--- src/rtl/dram_arb_pkg.sv ---
// Shared types and helpers for the DRAM port arbiter.
//   arb_state_t : arbiter FSM states
//   CNT_W       : width of each per-core grant counter
//   MAX_CORES   : largest supported core count (sizes rr_next's request vector)
//   PTR_W       : width of a core index / round-robin pointer
//   rr_next()   : round-robin winner search starting just after ptr
package dram_arb_pkg;

  typedef enum logic [1:0] {IDLE, WRITE, READ, RD_WAIT} arb_state_t;

  localparam int CNT_W     = 16;
  localparam int MAX_CORES = 8;
  localparam int PTR_W     = 3;

  // Returns the first set bit of req searching from ptr+1 upward and
  // wrapping at n. When req is empty the result is ptr; the caller gates
  // use of the index with its own valid flag.
  function automatic logic [PTR_W-1:0] rr_next(input logic [MAX_CORES-1:0] req,
                                               input logic [PTR_W-1:0]     ptr,
                                               input int                   n);
    logic [PTR_W-1:0] win;
    logic [PTR_W-1:0] idx;
    logic             found;
    int               pos;
    win   = ptr;
    found = 1'b0;
    for (int k = 1; k <= MAX_CORES; k++) begin
      if (k <= n) begin
        pos = (int'(ptr) + k) % n;
        idx = PTR_W'(pos);
        if (!found && req[idx]) begin
          win   = idx;
          found = 1'b1;
        end
      end
    end
    return win;
  endfunction

endpackage

--- src/rtl/dram_arbiter_if.sv ---
// Core-side bus of the DRAM arbiter.
//   core_rd/core_wr : per-core level requests (driven by the core array)
//   core_addr       : packed addresses, core i at [i*ADDR_W +: ADDR_W]
//   core_wdata      : packed write data, core i at [i*DATA_W +: DATA_W]
//   core_ack        : one-hot single-cycle acknowledge (driven by arbiter)
//   core_rdata      : shared read data, valid while a read owner's ack is high
// Handshake: a core raises core_rd or core_wr and holds it, with address and
// data stable, until it sees its core_ack pulse; it must drop the request in
// that ack cycle. A write ack means the DRAM write strobe is being issued in
// that cycle; a read ack means core_rdata carries the result in that cycle.
interface dram_arb_core_if #(
  parameter int NUM_CORES = 4,
  parameter int ADDR_W    = 16,
  parameter int DATA_W    = 8
);
  logic [NUM_CORES-1:0]        core_rd;
  logic [NUM_CORES-1:0]        core_wr;
  logic [NUM_CORES*ADDR_W-1:0] core_addr;
  logic [NUM_CORES*DATA_W-1:0] core_wdata;
  logic [NUM_CORES-1:0]        core_ack;
  logic [DATA_W-1:0]           core_rdata;

  modport master (output core_rd, core_wr, core_addr, core_wdata,
                  input  core_ack, core_rdata);
  modport slave  (input  core_rd, core_wr, core_addr, core_wdata,
                  output core_ack, core_rdata);
endinterface

--- src/rtl/dram_arbiter_rr_picker.sv ---
// Combinational round-robin priority search.
//   req   : request vector, one bit per core
//   ptr   : index of the most recently granted core
//   valid : at least one request present
//   idx   : winning core index (first request after ptr, wrapping)
module rr_picker
  import dram_arb_pkg::*;
#(
  parameter int NUM_CORES = 4
) (
  input  logic [NUM_CORES-1:0] req,
  input  logic [PTR_W-1:0]     ptr,
  output logic                 valid,
  output logic [PTR_W-1:0]     idx
);

  logic [MAX_CORES-1:0] req_ext;

  always_comb begin
    req_ext                = '0;
    req_ext[NUM_CORES-1:0] = req;
  end

  assign valid = |req;
  assign idx   = rr_next(req_ext, ptr, NUM_CORES);

endmodule

--- src/rtl/dram_arbiter.sv ---
// Round-robin arbiter sharing one DRAM port among NUM_CORES cores.
//   clk, rst   : clock and synchronous active-low reset
//   core       : core-side bus (dram_arb_core_if.slave)
//   dram_addr, dram_wdata, dram_wrEn, dram_rdEn : registered DRAM controls
//   dram_rdata : DRAM read data, valid RD_LAT cycles after dram_rdEn
//   busy       : high whenever the FSM is not IDLE
//   grant_cnt  : per-core 16-bit saturating grant counters, core i at
//                [i*16 +: 16]; only generated when DRAM_ARB_PERF_EN is
//                defined, otherwise tied to 0
//   state_dbg  : current FSM state
// One transfer is in flight at a time. Writes take IDLE->WRITE (ack in the
// WRITE cycle); reads take IDLE->READ->RD_WAIT x RD_LAT->IDLE (ack in the
// first IDLE cycle).
module dram_arbiter
  import dram_arb_pkg::*;
#(
  parameter int NUM_CORES = 4,
  parameter int ADDR_W    = 16,
  parameter int DATA_W    = 8,
  parameter int RD_LAT    = 1
) (
  input  logic                       clk,
  input  logic                       rst,
  dram_arb_core_if.slave             core,
  output logic [ADDR_W-1:0]          dram_addr,
  output logic [DATA_W-1:0]          dram_wdata,
  output logic                       dram_wrEn,
  output logic                       dram_rdEn,
  input  logic [DATA_W-1:0]          dram_rdata,
  output logic                       busy,
  output logic [NUM_CORES*CNT_W-1:0] grant_cnt,
  output arb_state_t                 state_dbg
);

  arb_state_t           state_q, state_d;
  logic [PTR_W-1:0]     rr_ptr_q;
  logic [NUM_CORES-1:0] owner_q;
  logic [NUM_CORES-1:0] ack_q;
  logic [2:0]           wait_q;
  logic [DATA_W-1:0]    rdata_q;

  logic [NUM_CORES-1:0] req;
  logic                 win_valid;
  logic [PTR_W-1:0]     win_idx;
  logic [NUM_CORES-1:0] win_oh;
  logic                 win_wr;
  logic [ADDR_W-1:0]    win_addr;
  logic [DATA_W-1:0]    win_wdata;

  // A read owner is acked in an IDLE cycle while its level request may
  // still be high; exclude it so it cannot be served twice.
  assign req = (core.core_rd | core.core_wr) & ~(ack_q & {NUM_CORES{state_q == IDLE}});

  rr_picker #(.NUM_CORES(NUM_CORES)) u_picker (
    .req   (req),
    .ptr   (rr_ptr_q),
    .valid (win_valid),
    .idx   (win_idx)
  );

  assign win_oh = NUM_CORES'(1) << win_idx;

  // Winner's operands; a set core_wr wins over core_rd on the same core.
  always_comb begin
    win_wr    = 1'b0;
    win_addr  = '0;
    win_wdata = '0;
    for (int i = 0; i < NUM_CORES; i++) begin
      if (win_oh[i]) begin
        win_wr    = core.core_wr[i];
        win_addr  = core.core_addr[i*ADDR_W +: ADDR_W];
        win_wdata = core.core_wdata[i*DATA_W +: DATA_W];
      end
    end
  end

  always_comb begin
    state_d = state_q;
    case (state_q)
      IDLE:    if (win_valid) state_d = win_wr ? WRITE : READ;
      WRITE:   state_d = IDLE;
      READ:    state_d = RD_WAIT;
      RD_WAIT: if (wait_q <= 3'd1) state_d = IDLE;
      default: state_d = IDLE;
    endcase
  end

  // Strobes and ack are pulses: cleared every cycle unless set below. They
  // are loaded one edge early so they are visible in the state they belong to.
  always_ff @(posedge clk) begin
    if (!rst) begin
      state_q    <= IDLE;
      rr_ptr_q   <= PTR_W'(NUM_CORES - 1);
      owner_q    <= '0;
      ack_q      <= '0;
      wait_q     <= '0;
      rdata_q    <= '0;
      dram_addr  <= '0;
      dram_wdata <= '0;
      dram_wrEn  <= 1'b0;
      dram_rdEn  <= 1'b0;
    end else begin
      state_q   <= state_d;
      dram_wrEn <= 1'b0;
      dram_rdEn <= 1'b0;
      ack_q     <= '0;
      case (state_q)
        IDLE: begin
          if (win_valid) begin
            owner_q    <= win_oh;
            rr_ptr_q   <= win_idx;
            dram_addr  <= win_addr;
            dram_wdata <= win_wdata;
            if (win_wr) begin
              dram_wrEn <= 1'b1;
              ack_q     <= win_oh;
            end else begin
              dram_rdEn <= 1'b1;
            end
          end
        end
        READ: wait_q <= 3'(RD_LAT);
        RD_WAIT: begin
          wait_q <= wait_q - 3'd1;
          if (wait_q <= 3'd1) begin
            rdata_q <= dram_rdata;
            ack_q   <= owner_q;
          end
        end
        default: ;
      endcase
    end
  end

  assign core.core_ack   = ack_q;
  assign core.core_rdata = rdata_q;
  assign busy            = (state_q != IDLE);
  assign state_dbg       = state_q;

`ifdef DRAM_ARB_PERF_EN
  logic [CNT_W-1:0] cnt_q [NUM_CORES];
  logic             grant;

  assign grant = (state_q == IDLE) && win_valid;

  always_ff @(posedge clk) begin
    if (!rst) begin
      for (int i = 0; i < NUM_CORES; i++) cnt_q[i] <= '0;
    end else if (grant) begin
      for (int i = 0; i < NUM_CORES; i++) begin
        if (win_oh[i] && (cnt_q[i] != {CNT_W{1'b1}})) cnt_q[i] <= cnt_q[i] + 1'b1;
      end
    end
  end

  for (genvar g = 0; g < NUM_CORES; g++) begin : g_cnt
    assign grant_cnt[g*CNT_W +: CNT_W] = cnt_q[g];
  end
`else
  assign grant_cnt = '0;
`endif

endmodule

--- src/flat_wrapper.sv ---
// flat-port wrapper written by rule: the top's interface ports become plain ports
module dram_arbiter_flat import dram_arb_pkg::*;
#(
  parameter int NUM_CORES = 4,
  parameter int ADDR_W    = 16,
  parameter int DATA_W    = 8,
  parameter int RD_LAT    = 1
)
  (clk, rst, dram_addr, dram_wdata, dram_wrEn, dram_rdEn, dram_rdata, busy, grant_cnt, state_dbg, core_core_rd, core_core_wr, core_core_addr, core_core_wdata, core_core_ack, core_core_rdata);
  dram_arb_core_if #(.NUM_CORES(NUM_CORES), .ADDR_W(ADDR_W), .DATA_W(DATA_W)) core_i ();
  input  logic clk;
  input  logic rst;
  output logic [ADDR_W-1:0] dram_addr;
  output logic [DATA_W-1:0] dram_wdata;
  output logic dram_wrEn;
  output logic dram_rdEn;
  input  logic [DATA_W-1:0] dram_rdata;
  output logic busy;
  output logic [NUM_CORES*CNT_W-1:0] grant_cnt;
  output arb_state_t state_dbg;
  input wire logic [$bits(core_i.core_rd)-1:0] core_core_rd;
  input wire logic [$bits(core_i.core_wr)-1:0] core_core_wr;
  input wire logic [$bits(core_i.core_addr)-1:0] core_core_addr;
  input wire logic [$bits(core_i.core_wdata)-1:0] core_core_wdata;
  output wire logic [$bits(core_i.core_ack)-1:0] core_core_ack;
  output wire logic [$bits(core_i.core_rdata)-1:0] core_core_rdata;
  assign core_i.core_rd = core_core_rd;
  assign core_i.core_wr = core_core_wr;
  assign core_i.core_addr = core_core_addr;
  assign core_i.core_wdata = core_core_wdata;
  assign core_core_ack = core_i.core_ack;
  assign core_core_rdata = core_i.core_rdata;
  dram_arbiter #(.NUM_CORES(NUM_CORES), .ADDR_W(ADDR_W), .DATA_W(DATA_W), .RD_LAT(RD_LAT)) u_core (.clk(clk), .rst(rst), .core(core_i), .dram_addr(dram_addr), .dram_wdata(dram_wdata), .dram_wrEn(dram_wrEn), .dram_rdEn(dram_rdEn), .dram_rdata(dram_rdata), .busy(busy), .grant_cnt(grant_cnt), .state_dbg(state_dbg));
endmodule
--- config.mk ---
export PLATFORM = sky130hd
export DESIGN_NAME = dram_arbiter_flat
export DESIGN_NICKNAME = d
export VERILOG_FILES = /design/src/rtl/dram_arb_pkg.sv /design/src/rtl/dram_arbiter_if.sv /design/src/rtl/dram_arbiter_rr_picker.sv /design/src/rtl/dram_arbiter.sv /design/src/flat_wrapper.sv
export SDC_FILE = /design/constraint.sdc
export NUM_CORES = 1
export LEC_CHECK = 0
export CORE_MARGIN = 2
export CORE_UTILIZATION = 40
export CTS_CLUSTER_SIZE = 12
export DETAILED_ROUTE_END_ITERATION = 16
export HOLD_SLACK_MARGIN = 0.08
export PLACE_DENSITY_LB_ADDON = 0.2
export SLEW_MARGIN = 0
export SYNTH_ARGS = -nofsm -noshare
export SYNTH_HDL_FRONTEND = slang
export SYNTH_SLANG_ARGS = --single-unit
export TNS_END_PERCENT = 30
--- constraint.sdc ---
create_clock -name clk -period 5.9 [get_ports clk]
set_clock_uncertainty 0.05 [all_clocks]
set_input_delay 1.18 -clock clk [delete_from_list [all_inputs] [get_ports clk]]
set_output_delay 1.18 -clock clk [all_outputs]
set_load 0.05 [all_outputs]
==> summary.txt <==
Critical path
  – Crit path max fanout: 29
  – Worst Setup End Kind: flip-flop
  – CP Launch Type: primary input
  – CP Class: in2reg
  – CP Data Required Time: 6.07 ns
  – CP bufs+invs: 1
  – Crit path cell chain: clkdlybuf4s50_1 > a2bb2oi_1 > a21oi_1 > o32a_1 > a32oi_1 > and2_1 > nor3b_1
  – Critical-path top delay cell: o32a_1
  – Crit path largest cell delay: 0.79 ns
  – Crit-path leading delay family: compound AO/OA/AOI/OAI gates
  – Critical Path AT: 3.98 ns

Routing
  – Pre-Repair DR Iteration Count: 4
  – DRC errors left: 0
  – Total Wirelength: 10170 um
  – WL per Instance: 15.95 um
  – Via count: 3280
  – 1st-iter DRT viols: 193
  – Antenna Nets Post-Route: 0
  – Vias per std cell: 5.141

GRT
  – First-pass GRT wire length: 15430 um
  – Vias in the first global route: 3073
  – GRT Total Usage: 21.83%
  – Maximum number of pins on one net before global-route repair: 33
  – Initial antenna violation count: 0
  – GR Util met3: 5.403%
  – Gr busiest metal: met2
  – Total gr overflow: 0
  – Grt met2 use: 38.93%
  – Grt met1 use: 25.62%

Place
  – Port buffer count: 154
  – Area after DPL: 4738 um2
  – DP HPWL: 7527 um
  – GPL Wtd Cong: 0.8750

Logic synthesis
  – Warnings from Yosys: 0
  – Dominant synthesized flop cell: dfxtp_1
  – Seq/Total Area, Yosys: 29.72%
  – Cell variety after synth: 50
  – Synth Register Bits: 50
  – FFs w/ async S/R, synth: 0%
  – Post-synth EDFFs: 0
  – Area leader, netlist: dfxtp_1
  – Area contributors post-synth: dfxtp_1 30%, buf_4 15%, mux2_2 8.0%, a21oi_1 6.2%, a221oi_2 4.5%
  – Synth Instances: 392
  – Post-synth top area share: 29.72%
  – Syn_area_per_cell: 8.592 um2
  – Post-Syn Area: 3368 um2
  – Post-synth top cells: 68 x buf_4, 50 x dfxtp_1, 42 x a21oi_1, 28 x nand2_1, 28 x nand3_1
  – Dominant cell by count in the synthesized netlist: buf_4

Clocking
  – Cts bufs inserted: 5
  – Clock slew at reported path FFs: 0.09 ns
  – H-tree levels: 2
  – CTS sink cnt: 50
  – Hold_buf cts: 0
  – Number of post-CTS setup repair buffers: 0
  – CTS tree: built
  – PostCTS Resize Cnt: 0
  – Worst-Skew Late Latency: 0.30 ns
  – CTS root buf: clkbuf_8
  – Maximum clock path buffer count: 2

Power and ir drop
  – Clock power share: 9.0%
  – Sw power: 0.001369 W
  – Max IR drop VDD: 0.2758 mV
  – Comb power frac: 69.5%
  – Power per cell area: 538.0 nW/um2
  – Tot Pwr: 0.002607 W
  – Pleak: 1.780 nW
  – Internal: 0.001237 W
  – Switching Fraction: 52.53%
  – Seq pwr share: 21.4%

Timing
  – Slew at the pin closest to its max-slew limit: 1.219 ns
  – Setup Viol. Count Final: 0
  – Slew Limit Fails: 0
  – Period utilization: 64.51%
  – Total Neg Setup Slack: 0 ns
  – Max_slew headroom: 18.62%
  – FMAX: 262.7 MHz
  – Final Hold Viols: 0
  – RSZ-0062 raised after global routing: no
  – Min Clock Period, post-route: 3.806 ns

Floorplan
  – Die Ht: 95.77 um
  – Die width: 95.77 um
  – FP Rows: 33
  – Io pins: 219
  – Die area: 9171 um2
  – CORE AREA: 8175 um2
  – Initial Utilization: 41.20%

Layout
  – Post-route cell area: 4845 um2
  – Area Growth Syn to Fin: 43.83%
  – Final core occ: 59.26%
  – Register Area: 1001 um2
  – # diodes: 0
  – Layout cell share with drive strength beyond 1: 10.51%
  – Area of the multi-input gates: 1993 um2
  – Post-layout nets: 651
  – FILL cells: 767

Hold path
  – Hold/Removal Path Class: reg2reg

Run
  – Max cap viols: 0

Outcome
  – Status: complete, no violations
stage by stage:
stage,setup slack [ns],instances,hold WS (ns)
after floorplan,2.833,455,0.3860
after global placement,1.877,630,0.3916
after detailed placement,1.800,630,0.3989
after CTS,2.120,638,0.4108
after global routing,1.866,638,0.4308
final,2.094,638,0.4103
routing by layer:
layer  share of wire [%]  wire length [um]
met4                 2.0               207
met1                  38              3899
met5                   0                 0
met2                  52              5295
met3                 7.6               771
power groups by stage:
stage / logic (W) / registers (W) / clock network (W)
2_1_floorplan: 0.000988 / 0.000909 / 0
3_3_place_gp: 0.00180 / 0.000558 / 0
3_5_place_dp: 0.00181 / 0.000562 / 0
4_1_cts: 0.00182 / 0.000559 / 0.000244
5_1_grt: 0.00193 / 0.000574 / 0.000257
6_report: 0.00181 / 0.000559 / 0.000236
cells by family (layout without fill, tap and decap cells):
family / after synthesis / count (layout) / synth area share, %
other: 1 / 64 / 0.1113
xor gates and xnor gates: 1 / 1 / 0.2601
and+or+nand+nor: 87 / 87 / 12.22
AOI/OAI and AO/OA: 124 / 124 / 28.46
buffers and inverters: 98 / 176 / 18.76
adders and majority gates: 5 / 5 / 1.857
DFF: 50 / 50 / 29.72
muxes: 26 / 26 / 8.618
cell usage in the layout (no fill, tap or decap), drive strengths merged, types with 3 or more instances in the layout:
master,n
o2bb2ai,5
nand2b,5
buf,5
a21oi,44
a2bb2oi,4
nand2,28
o21ai,27
nand4,5
dfxtp,50
nand3,28
mux2,24
ha,5
clkdlybuf4s50,154
conb,64
o211ai,3
a221oi,24
clkbuf,7
nor2,12
inv,9
tightest hold or removal path, stage by stage, from the launching register on:
cell and delay [ns]:
dfxtp_1 0.32, nand2_1 0.05, a21oi_1 0.05
registers in the layout, summed over array words and instances (netlist names):
| register | flops |
|---|---|
| u_core.state_dbg | 2 |
| u_core.rr_ptr_q | 3 |
| u_core.core.core_rdata | 8 |
| u_core.wait_q | 3 |
| u_core.dram_wrEn | 1 |
| u_core.dram_wdata | 8 |
| u_core.owner_q | 4 |
| u_core.dram_rdEn | 1 |
| u_core.dram_addr | 16 |
| u_core.core.core_ack | 4 |
cell type report:
class	instances	area share, %
clock buffers	7	1.575
clock inverters	1	0.6198
inverters	9	0.6973
multi-input cells	307	41.14
flip-flops and latches	50	20.66
well taps	105	2.712
repair buffers	159	32.59
path summary, 6_finish.rpt:
path	depth (start not counted)	from	end	slack, ns
max	7	core_core_wr[0]	u_core.dram_wrEn	2.09
min	2	u_core.owner_q[3]	u_core.owner_q[3]	0.41
max reg2reg	8	u_core.state_dbg[0]	u_core.dram_wrEn	2.53
min reg2reg	2	u_core.owner_q[3]	u_core.owner_q[3]	0.41
Power figures use the tool's default switching activity.
